File: src/rtl/mult_pkg.sv
// mult_pkg: shared widths and stage types for the mult_arb multiplier slice.
package mult_pkg;

   localparam int OPW   = 3;  // operand width (two's complement)
   localparam int PRODW = 6;  // exact product width for OPW x OPW signed

   typedef logic signed [OPW-1:0]   operand_t;
   typedef logic signed [PRODW-1:0] product_t;

   // Operand stage: the captured operand pair and its valid flag.
   typedef struct packed {
      logic     v;
      operand_t a;
      operand_t b;
   } s1_t;

   // Result stage: the product and its valid flag.
   typedef struct packed {
      logic     v;
      product_t y;
   } s2_t;

endpackage

File: src/rtl/mult3s.sv
// mult3s: combinational 3x3 signed Baugh-Wooley multiplier.
// Partial products that involve exactly one sign bit enter inverted, and the
// constant 2^3 + 2^5 restores the two's-complement weighting, so the whole
// product reduces to one unsigned sum taken modulo 2^6.
module mult3s
   import mult_pkg::*;
(
   input  operand_t a,
   input  operand_t b,
   output product_t y
);

   logic [PRODW-1:0] acc;

   assign acc = 6'b101000
              + {5'b0, a[0] & b[0]}
              + {4'b0, a[1] & b[0], 1'b0}
              + {4'b0, a[0] & b[1], 1'b0}
              + {3'b0, a[1] & b[1], 2'b0}
              + {3'b0, ~(a[2] & b[0]), 2'b0}
              + {3'b0, ~(a[0] & b[2]), 2'b0}
              + {2'b0, ~(a[2] & b[1]), 3'b0}
              + {2'b0, ~(a[1] & b[2]), 3'b0}
              + {1'b0, a[2] & b[2], 4'b0};

   assign y = product_t'(acc);

endmodule

File: src/rtl/mult_arb.sv
// mult_arb: NREQ requesters share one 3x3 signed multiplier behind a
// two-stage valid/ready pipeline (S1 operands, S2 product).
// Build option: define MULT_ARB_RR_EN for round-robin arbitration; without it
// the lowest-index valid requester always wins and no pointer exists.
module mult_arb
   import mult_pkg::*;
#(
   parameter int NREQ = 4,
   parameter int IDW  = $clog2(NREQ)
) (
   input  logic                      clk,
   input  logic                      rst_n,
   input  logic [NREQ-1:0]           req_valid,
   input  logic [NREQ-1:0][OPW-1:0]  req_a,
   input  logic [NREQ-1:0][OPW-1:0]  req_b,
   output logic [NREQ-1:0]           req_ready,
   output logic                      res_valid,
   output logic [PRODW-1:0]          res_y,
   output logic [IDW-1:0]            res_id,
   input  logic                      res_ready
);

   s1_t            s1_q;
   s2_t            s2_q;
   logic [IDW-1:0] s1_id_q;
   logic [IDW-1:0] s2_id_q;
   product_t       prod;

   logic           advance;
   logic           s1_load;
   logic           found;
   logic           transfer;
   logic [IDW-1:0] gnt_id;
   logic [IDW-1:0] idx;
   logic [IDW:0]   idx_sum;
   logic [NREQ-1:0] gnt_vec;

`ifdef MULT_ARB_RR_EN
   logic [IDW-1:0] ptr_q;
`endif

   // S2 moves when it is empty or being drained; S1 moves when it is empty or S2 takes it.
   assign advance = !s2_q.v || res_ready;
   assign s1_load = !s1_q.v || advance;

   // Pick the first valid requester, scanning upward from the pointer (or from 0).
   always_comb begin
      // NOTE: every output gets a default first so no path leaves a latch behind.
      found   = 1'b0;
      gnt_id  = '0;
      idx     = '0;
      idx_sum = '0;
      gnt_vec = '0;
      for (int k = 0; k < NREQ; k++) begin
         // NOTE: blocking assignments here, so later iterations see earlier results.
`ifdef MULT_ARB_RR_EN
         idx_sum = {1'b0, ptr_q} + (IDW+1)'(k);
`else
         idx_sum = (IDW+1)'(k);
`endif
         if (idx_sum >= (IDW+1)'(NREQ)) idx_sum = idx_sum - (IDW+1)'(NREQ);
         idx = idx_sum[IDW-1:0];
         if (!found && req_valid[idx]) begin
            found  = 1'b1;
            gnt_id = idx;
         end
      end
      // Grant only when S1 can actually take the operands; nothing during reset.
      if (found && s1_load && rst_n) gnt_vec[gnt_id] = 1'b1;
   end

   assign req_ready = gnt_vec;
   assign transfer  = |gnt_vec;

   // S1: capture the granted requester's operands whenever the stage may load.
   always_ff @(posedge clk or negedge rst_n) begin
      // NOTE: data fields are reset too, so nothing stale survives a mid-flight reset.
      if (!rst_n) begin
         s1_q    <= '0;
         s1_id_q <= '0;
      end else if (s1_load) begin
         // NOTE: non-blocking for all state, so every register sees pre-edge values.
         s1_q.v  <= transfer;
         s1_q.a  <= req_a[gnt_id];
         s1_q.b  <= req_b[gnt_id];
         s1_id_q <= gnt_id;
      end
   end

   mult3s u_mult (
      .a (s1_q.a),
      .b (s1_q.b),
      .y (prod)
   );

   // S2: register the product; holds still while the result is stalled.
   always_ff @(posedge clk or negedge rst_n) begin
      if (!rst_n) begin
         s2_q    <= '0;
         s2_id_q <= '0;
      end else if (advance) begin
         s2_q.v  <= s1_q.v;
         s2_q.y  <= prod;
         s2_id_q <= s1_id_q;
      end
   end

`ifdef MULT_ARB_RR_EN
   // Round-robin pointer: one past the last granted requester, moved only on a transfer.
   always_ff @(posedge clk or negedge rst_n) begin
      if (!rst_n) begin
         ptr_q <= '0;
      end else if (transfer) begin
         ptr_q <= (gnt_id == IDW'(NREQ-1)) ? '0 : gnt_id + 1'b1;
      end
   end
`endif

   assign res_valid = s2_q.v;
   assign res_y     = s2_q.y;
   assign res_id    = s2_id_q;

endmodule
File: config.mk
export PLATFORM = sky130hd
export DESIGN_NAME = mult_arb
export DESIGN_NICKNAME = d
export VERILOG_FILES = /design/src/rtl/mult_pkg.sv /design/src/rtl/mult3s.sv /design/src/rtl/mult_arb.sv
export SDC_FILE = /design/constraint.sdc
export NUM_CORES = 1
export LEC_CHECK = 0
export BUFFER_PORTS_ARGS = -buffer_cell sky130_fd_sc_hd__buf_4
export CORE_ASPECT_RATIO = 0.6
export CORE_MARGIN = 5
export CORE_UTILIZATION = 40
export DETAILED_ROUTE_END_ITERATION = 8
export MAX_ROUTING_LAYER = met4
export PLACE_DENSITY = 0.69
export SYNTH_ARGS = -nofsm -noshare
export SYNTH_HDL_FRONTEND = slang
export SYNTH_HIERARCHICAL = 1
export SYNTH_SLANG_ARGS = --single-unit
File: constraint.sdc
create_clock -name clk -period 2.7 [get_ports clk]
set_input_delay 0.27 -clock clk [delete_from_list [all_inputs] [get_ports clk]]
set_output_delay 0.27 -clock clk [all_outputs]
set_load 0.03 [all_outputs]
==> flow_summary_export.csv, run 1 <==
group,metric,value,unit
cells_and_area,fillerInstances,244,
placed_design,routabilityCongestion,0.818,
placed_design,port_buffers,43,
worst_setup_path,cp_cell_sequence,"and2_1 > fa_1 > inv_1 > ha_1 > inv_1 > fa_1 > xnor2_1 > mux2_2",
power_and_ir_drop,irDropWorstVdd,0.187,mV
cells_and_area,fin_nets,202,
cells_and_area,syn2layout_area_growth,33.2,%
die,initial_core_util,40.9,%
placed_design,dp_cells,192,
global_routing,overflow,0,
flow_run,max-cap-violations,0,
cts,htreeDepth,1,
global_routing,grt_pass1_wl,4.68,mm
die,num_rows,15,
yosys,netlist_instances,121,
cts,clk_root_buffer_cell,"clkbuf_8",
timing,min_period,2.20,ns
global_routing,grt_max_degree,23,
cts,postCtsHoldBufs,1,
worst_setup_path,worst_ep_required_time,2.83,ns
cts,numCtsBuffers,3,
cts,cts_resized,0,
cts,worstSkewPairLatency,0.25,ns
die,core,2820,sq um
worst_setup_path,slowest_stage,"fa_1",
timing,setup_viol,0,
cells_and_area,design_area,1530,sq um
worst_setup_path,path_class,"reg2reg",
routing,routed_wl,2.79,mm
yosys,synthArstFlopShare,100,%
timing,slew_headroom,71.2,%
timing,rsz0062_at_grt,"no",
yosys,avgSynthCellArea,9.51,sq um
hold_path,hp-class,"in2reg",
timing,tns,0,ns
routing,drc_errors,0,
timing,drv_slew,0,
yosys,synthDistinctLibCells,29,
routing,antenna_left,0,
power_and_ir_drop,power.total,0.956,mW
die,io_pins,44,
yosys,syn-num-nets,159,
routing,wl_per_cell,14.2,um
yosys,synth-edff-count,0,
cts,cts_sinks,18,
power_and_ir_drop,powerDensity,624,nW/um^2
die,dieArea,4090,sq um
worst_setup_path,crit_path_max_fanout,4,
global_routing,grt_pass1_vias,1089,
placed_design,postPlaceCellArea,1480,sq um
timing,worst_pin_slew,0.433,ns
worst_setup_path,path_buf_inv,2,
global_routing,antenna_found_initial,0,
cts,cts_tree,"built",
yosys,ys_warn_count,6,
routing,first_pass_iters,4,
placed_design,dpl.hpwl,2.33,mm
die,fp.dieW,79.3,um
worst_setup_path,cp.arrival,2.34,ns
timing,finalCritPeriodShare,81.6,%
cts,clock_path_buffers,2,
yosys,synth-seq-cells,18,
worst_setup_path,startpoint_type,"register",
yosys,ys.flop_type,"dfrtp_1",
timing,clock.fmax,0.454,GHz
routing,initialDrtViolationCount,39,
die,fp.dieH,51.6,um
global_routing,grt_usage,15.3,%
worst_setup_path,path_delay_family,"adder cells",
routing,vias_per_cell,5.27,
cells_and_area,layout_commonest_cell,"buf_4",
cells_and_area,drive_gt1_share,35.8,%
routing,vias,1033,
cts,cts.clk_slew.worst_paths,0.06,ns
cells_and_area,antenna_cells,0,
yosys,yosysSeqAreaShare,39.1,%
cts,cts_setup_buffers,0,
worst_setup_path,endpoint_kind,"register",
power_and_ir_drop,p_leak,0.733,nW
cells_and_area,ff_latch_area,450,sq um
worst_setup_path,slowest_delay,0.47,ns
timing,fin_skew,0.00315,ns
cells_and_area,multi_input_area,639,sq um
timing,hold_viol_final,0,
yosys,syn_area,1150,sq um
cells_and_area,final_cells,196,
cells_and_area,final_cell_mix,"buf_4 (43), dfrtp_1 (18), nand2_1 (11)",
outcome,status,"finished clean",
[routing by layer]
layer / GRT usage [%] / up-vias / share of wire [%]
li1: - / 503 / -
met1: 18.8 / 483 / 46
met2: 24.7 / 43 / 46
met3: 3.63 / 4 / 6.0
met4: 6.57 / 0 / 2.0
met5: - / - / 0
[tightest hold or removal path: cells and delay by family]
family | cells | cell delay [ns]
buffers and inverters | 1 | 0.11
AND/OR/NAND/NOR | 1 | 0.05
AO/OA/AOI/OAI | 1 | 0.08
[per-stage QoR]
step,utilization (%),hold WS (ns),setup slack (ns)
after detailed placement,52.6,0.168,0.492
after global routing,54.4,0.312,0.415
after floorplan,-,-0.0256,0.588
final,54.4,0.299,0.496
after CTS,54.4,0.294,0.489
after global placement,52.6,0.164,0.553
[path summary, 6_finish.rpt]
kind | slack, ns | depth (start not counted) | to | startpoint
setup / recovery | 0.50 | 8 | res_y[4] | s1_q[5]
max in group asynchronous | 2.06 | 2 | s1_q[0] | rst_n
hold reg to reg | 0.49 | 2 | s1_id_q[0] | s1_id_q[0]
min in group asynchronous | 0.43 | 2 | res_y[0] | rst_n
setup reg to reg | 0.50 | 8 | res_y[4] | s1_q[5]
hold / removal | 0.30 | 3 | s1_q[6] | req_valid[1]
[sequential cells by signal, summed over array words and instances, names as in the netlist]
| register | cells |
|---|---|
| s1_id_q | 2 |
| res_y | 6 |
| res_valid | 1 |
| res_id | 2 |
| s1_q | 7 |
[report_power, final]
group          switching, mW  internal, mW  leakage, nW
clock network         0.0786        0.0988       0.0216
registers             0.0367         0.331        0.216
logic                  0.222         0.190        0.496
total                  0.337         0.619        0.733
[synthesized netlist by cell type, types with 2 or more instances]
cell | number | area share, %
dfrtp_1 | 18 | 39
nand2_1 | 11 | 3.6
and2_1 | 8 | 4.3
mux2_2 | 8 | 7.8
a21o_1 | 7 | 4.6
a21oi_1 | 7 | 3.0
inv_1 | 7 | 2.3
nor2_1 | 7 | 2.3
a31oi_1 | 6 | 3.3
nand3b_1 | 6 | 3.9
o21ai_0 | 6 | 2.6
ha_1 | 5 | 5.4
buf_2 | 4 | 1.7
nand2b_1 | 3 | 1.6
and3_1 | 2 | 1.1
fa_1 | 2 | 3.5
o31ai_1 | 2 | 1.3
[final cells by class]
| class | count | share of cell area [%] |
|---|---|---|
| clock buffers | 3 | 2.69 |
| inverters | 7 | 1.71 |
| multi-input cells | 90 | 41.7 |
| flip-flops and latches | 18 | 29.4 |
| well taps | 34 | 2.78 |
| repair buffers | 44 | 21.7 |
[logic make-up (layout without fill, tap and decap cells)]
logic type / after synthesis / after routing / synth area share (%)
buffers and inverters: 13 / 54 / 5.33
muxes: 8 / 8 / 7.83
AOI/OAI and AO/OA: 30 / 30 / 16.3
DFF: 18 / 18 / 39.1
xor gates and xnor gates: 1 / 1 / 0.761
adders and majority gates: 7 / 7 / 8.91
and+or+nand+nor: 44 / 44 / 21.7
(Power assumes the default switching activity.)
==> run 2, diff against run 1 <==
--- a/config.mk
+++ b/config.mk
@@ -11,7 +11,7 @@
 export CORE_UTILIZATION = 40
 export DETAILED_ROUTE_END_ITERATION = 8
 export MAX_ROUTING_LAYER = met4
-export PLACE_DENSITY = 0.69
+export PLACE_DENSITY = 0.72
 export SYNTH_ARGS = -nofsm -noshare
 export SYNTH_HDL_FRONTEND = slang
 export SYNTH_HIERARCHICAL = 1
==> constraint.sdc (replaced) <==
create_clock -name clk -period 1.8 [get_ports clk]
set_input_delay 0.18 -clock clk [delete_from_list [all_inputs] [get_ports clk]]
set_output_delay 0.18 -clock clk [all_outputs]
set_load 0.03 [all_outputs]
==> run 2 against run 1 <==
  * The run now ends with negative setup slack left
  * Worst hold slack worse by 0.10 ns
  * Clock-buffer cell count up 1
  * Clock skew down 0.0021 ns
  * Sequential cell count unchanged
  * Non-clock buffer count up 10
  * Via count up 6.1%
  * Sequential share of layout area down 2.9 points
  * Design area up 11%
  * Critical path type unchanged
  * Highest routed layer unchanged
==> flow_summary_export.csv, run 2 (synthesized netlist as in run 1, its figures left out) <==
group,metric,value,unit
routing,wl_per_cell,15.6,um
timing,finalCritPeriodShare,123,%
timing,tns,-0.872,ns
die,dieArea,4090,sq um
placed_design,post-place-ws,-0.351,ns
global_routing,grt_pass1_vias,1087,
worst_setup_path,r2r_cells,8,
global_routing,grt_usage,16.5,%
worst_setup_path,slowest_stage,"fa_1",
cells_and_area,syn2layout_area_growth,47.6,%
cts,numCtsBuffers,3,
cells_and_area,final_cell_mix,"buf_4 (52), dfrtp_1 (18), nand2_1 (11)",
routing,antenna_left,0,
routing,drc_errors,0,
cells_and_area,drive_gt1_share,46.8,%
placed_design,port_buffers,43,
global_routing,grt_max_degree,23,
power_and_ir_drop,switching_power,0.587,mW
power_and_ir_drop,clockPowerShare,20.4,%
timing,worst_pin_slew,0.467,ns
die,fp.dieW,79.3,um
cts,clock_path_buffers,2,
cells_and_area,final_cells,207,
worst_setup_path,slowest_delay,0.44,ns
cts,clk_root_buffer_cell,"clkbuf_8",
cts,cts_sinks,18,
worst_setup_path,worst_ep_required_time,1.94,ns
worst_setup_path,r2r-start,"s1_q[0]",
outcome,status,"finished, violations left",
power_and_ir_drop,p_comb_share,46.4,%
worst_setup_path,startpoint_type,"register",
outcome,violations,"negative setup slack",
hold_path,hold_path_depth,3,
power_and_ir_drop,irDropWorstVdd,0.354,mV
timing,worst_slack,-0.408,ns
cts,worstSkewPairLatency,0.26,ns
cts,htreeDepth,1,
flow_run,max-cap-violations,0,
routing,vias,1096,
routing,initialDrtViolationCount,51,
timing,slew_headroom,68.9,%
worst_setup_path,endpoint_kind,"register",
worst_setup_path,r2r_setup_slack,-0.41,ns
timing,hold_viol_final,0,
timing,min_period,2.21,ns
cells_and_area,largest_reg_flops,7,
cts,cts.clk_slew.worst_paths,0.07,ns
cells_and_area,antenna_cells,0,
hold_path,min_to,"s1_q[5]",
power_and_ir_drop,powerDensity,972,nW/um^2
worst_setup_path,cp.arrival,2.35,ns
placed_design,routabilityCongestion,0.813,
worst_setup_path,path_buf_inv,2,
worst_setup_path,crit_path_max_fanout,2,
timing,setup_viol,3,
cells_and_area,layout_commonest_cell,"buf_4",
power_and_ir_drop,swShare,35.6,%
cells_and_area,largest_register,"s1_q",
hold_path,hp-start,"req_a[2]",
die,initial_core_util,40.9,%
worst_setup_path,path_delay_family,"adder cells",
worst_setup_path,crit-reg2reg-capture,"res_y[4]",
cts,cts_tree,"built",
die,core,2820,sq um
hold_path,hp-class,"in2reg",
routing,first_pass_iters,4,
worst_setup_path,cp_cell_sequence,"and2_4 > fa_1 > inv_2 > ha_4 > inv_2 > fa_1 > xnor2_1 > mux2_2",
timing,clock.fmax,0.453,GHz
global_routing,overflow,0,
placed_design,dp_cells,198,
timing,drv_slew,0,
timing,fin_skew,0.00108,ns
cells_and_area,utilization,60.4,%
routing,vias_per_cell,5.29,
placed_design,dpl.hpwl,2.39,mm
routing,routed_wl,3.22,mm
timing,rsz0062_at_grt,"yes",
power_and_ir_drop,p_int,1.06,mW
power_and_ir_drop,p_leak,0.803,nW
cells_and_area,fillerInstances,239,
cells_and_area,fin_nets,212,
worst_setup_path,path_class,"reg2reg",
global_routing,antenna_found_initial,0,
die,fp.dieH,51.6,um
die,num_rows,15,
die,io_pins,44,
global_routing,grt_pass1_wl,5.03,mm
power_and_ir_drop,pwr-share-seq,33.2,%
-- run 2: changes by cell type in the layout (fill, tap and decap cells not counted), moves of 2 or more --
cell and delta:
buf_4 +9, and2_1 -4, and2_4 +4, ha_1 -4, ha_4 +4, inv_1 -3, inv_2 +3, mux2_2 -2
mux2_4 +2
-- run 2: worst register-to-register path, stage by stage (launching register included) --
cell,delay [ns]
dfrtp_1,0.41
and2_4,0.17
fa_1,0.44
inv_2,0.08
ha_4,0.13
inv_2,0.03
fa_1,0.38
xnor2_1,0.15
mux2_2,0.29
-- run 2: cell type report --
type / count / area [sq um] / area share, %
clock buffers: 4 / 55.1 / 3.24
repair buffers: 54 / 412 / 24.2
inverters: 7 / 26.3 / 1.55
flip-flops and latches: 18 / 450 / 26.5
well taps: 34 / 42.5 / 2.50
multi-input cells: 90 / 713 / 42.0
-- run 2: how the worst max path moves through the flow --
stage	endpoint	startpoint	slack (ns)	cells after the start
after floorplan	res_y[3]	s1_q[2]	-0.28	8
after global routing	res_y[4]	s1_q[0]	-0.46	8
after global placement	res_y[3]	s1_q[2]	-0.29	8
final	res_y[4]	s1_q[0]	-0.41	8
after CTS	res_y[4]	s1_q[3]	-0.35	8
after detailed placement	res_y[4]	s1_q[0]	-0.35	8
-- run 2: routing by layer --
metal  track usage, %  part of all wire (%)  vias to the layer above
met1             21.1                    44                      526
li1                 -                     -                      522
met4             3.43                   1.2                        0
met2             26.8                    48                       44
met5                -                     0                        -
met3             4.33                   6.9                        4
-- run 2: what timing repair did --
item | in CTS | in global routing
pin swaps | 5 | 4
setup buffers | 3 | 3
gates resized for setup | 5 | 7
setup endpoints to repair | 3 | 5
endpoints found under the hold margin | 18 | 0
hold buffers | 1 | 0
-- run 2: metrics by stage --
step | power, mW | hold slack, ns | instance area [sq um]
floorplan | 0.952 | -0.116 | 1160
global placement | 1.20 | 0.0707 | 1540
detailed placement | 1.22 | 0.0776 | 1540
CTS | 1.61 | 0.194 | 1660
global route | 1.74 | 0.211 | 1700
finish | 1.65 | 0.195 | 1700
-- run 2: power groups by stage --
stage,Combinational (mW),Clock (mW),Sequential (mW)
after floorplan,0.272,0,0.680
after global placement,0.653,0,0.545
after detailed placement,0.671,0,0.552
after CTS,0.721,0.343,0.545
after global routing,0.824,0.359,0.559
final,0.767,0.337,0.549
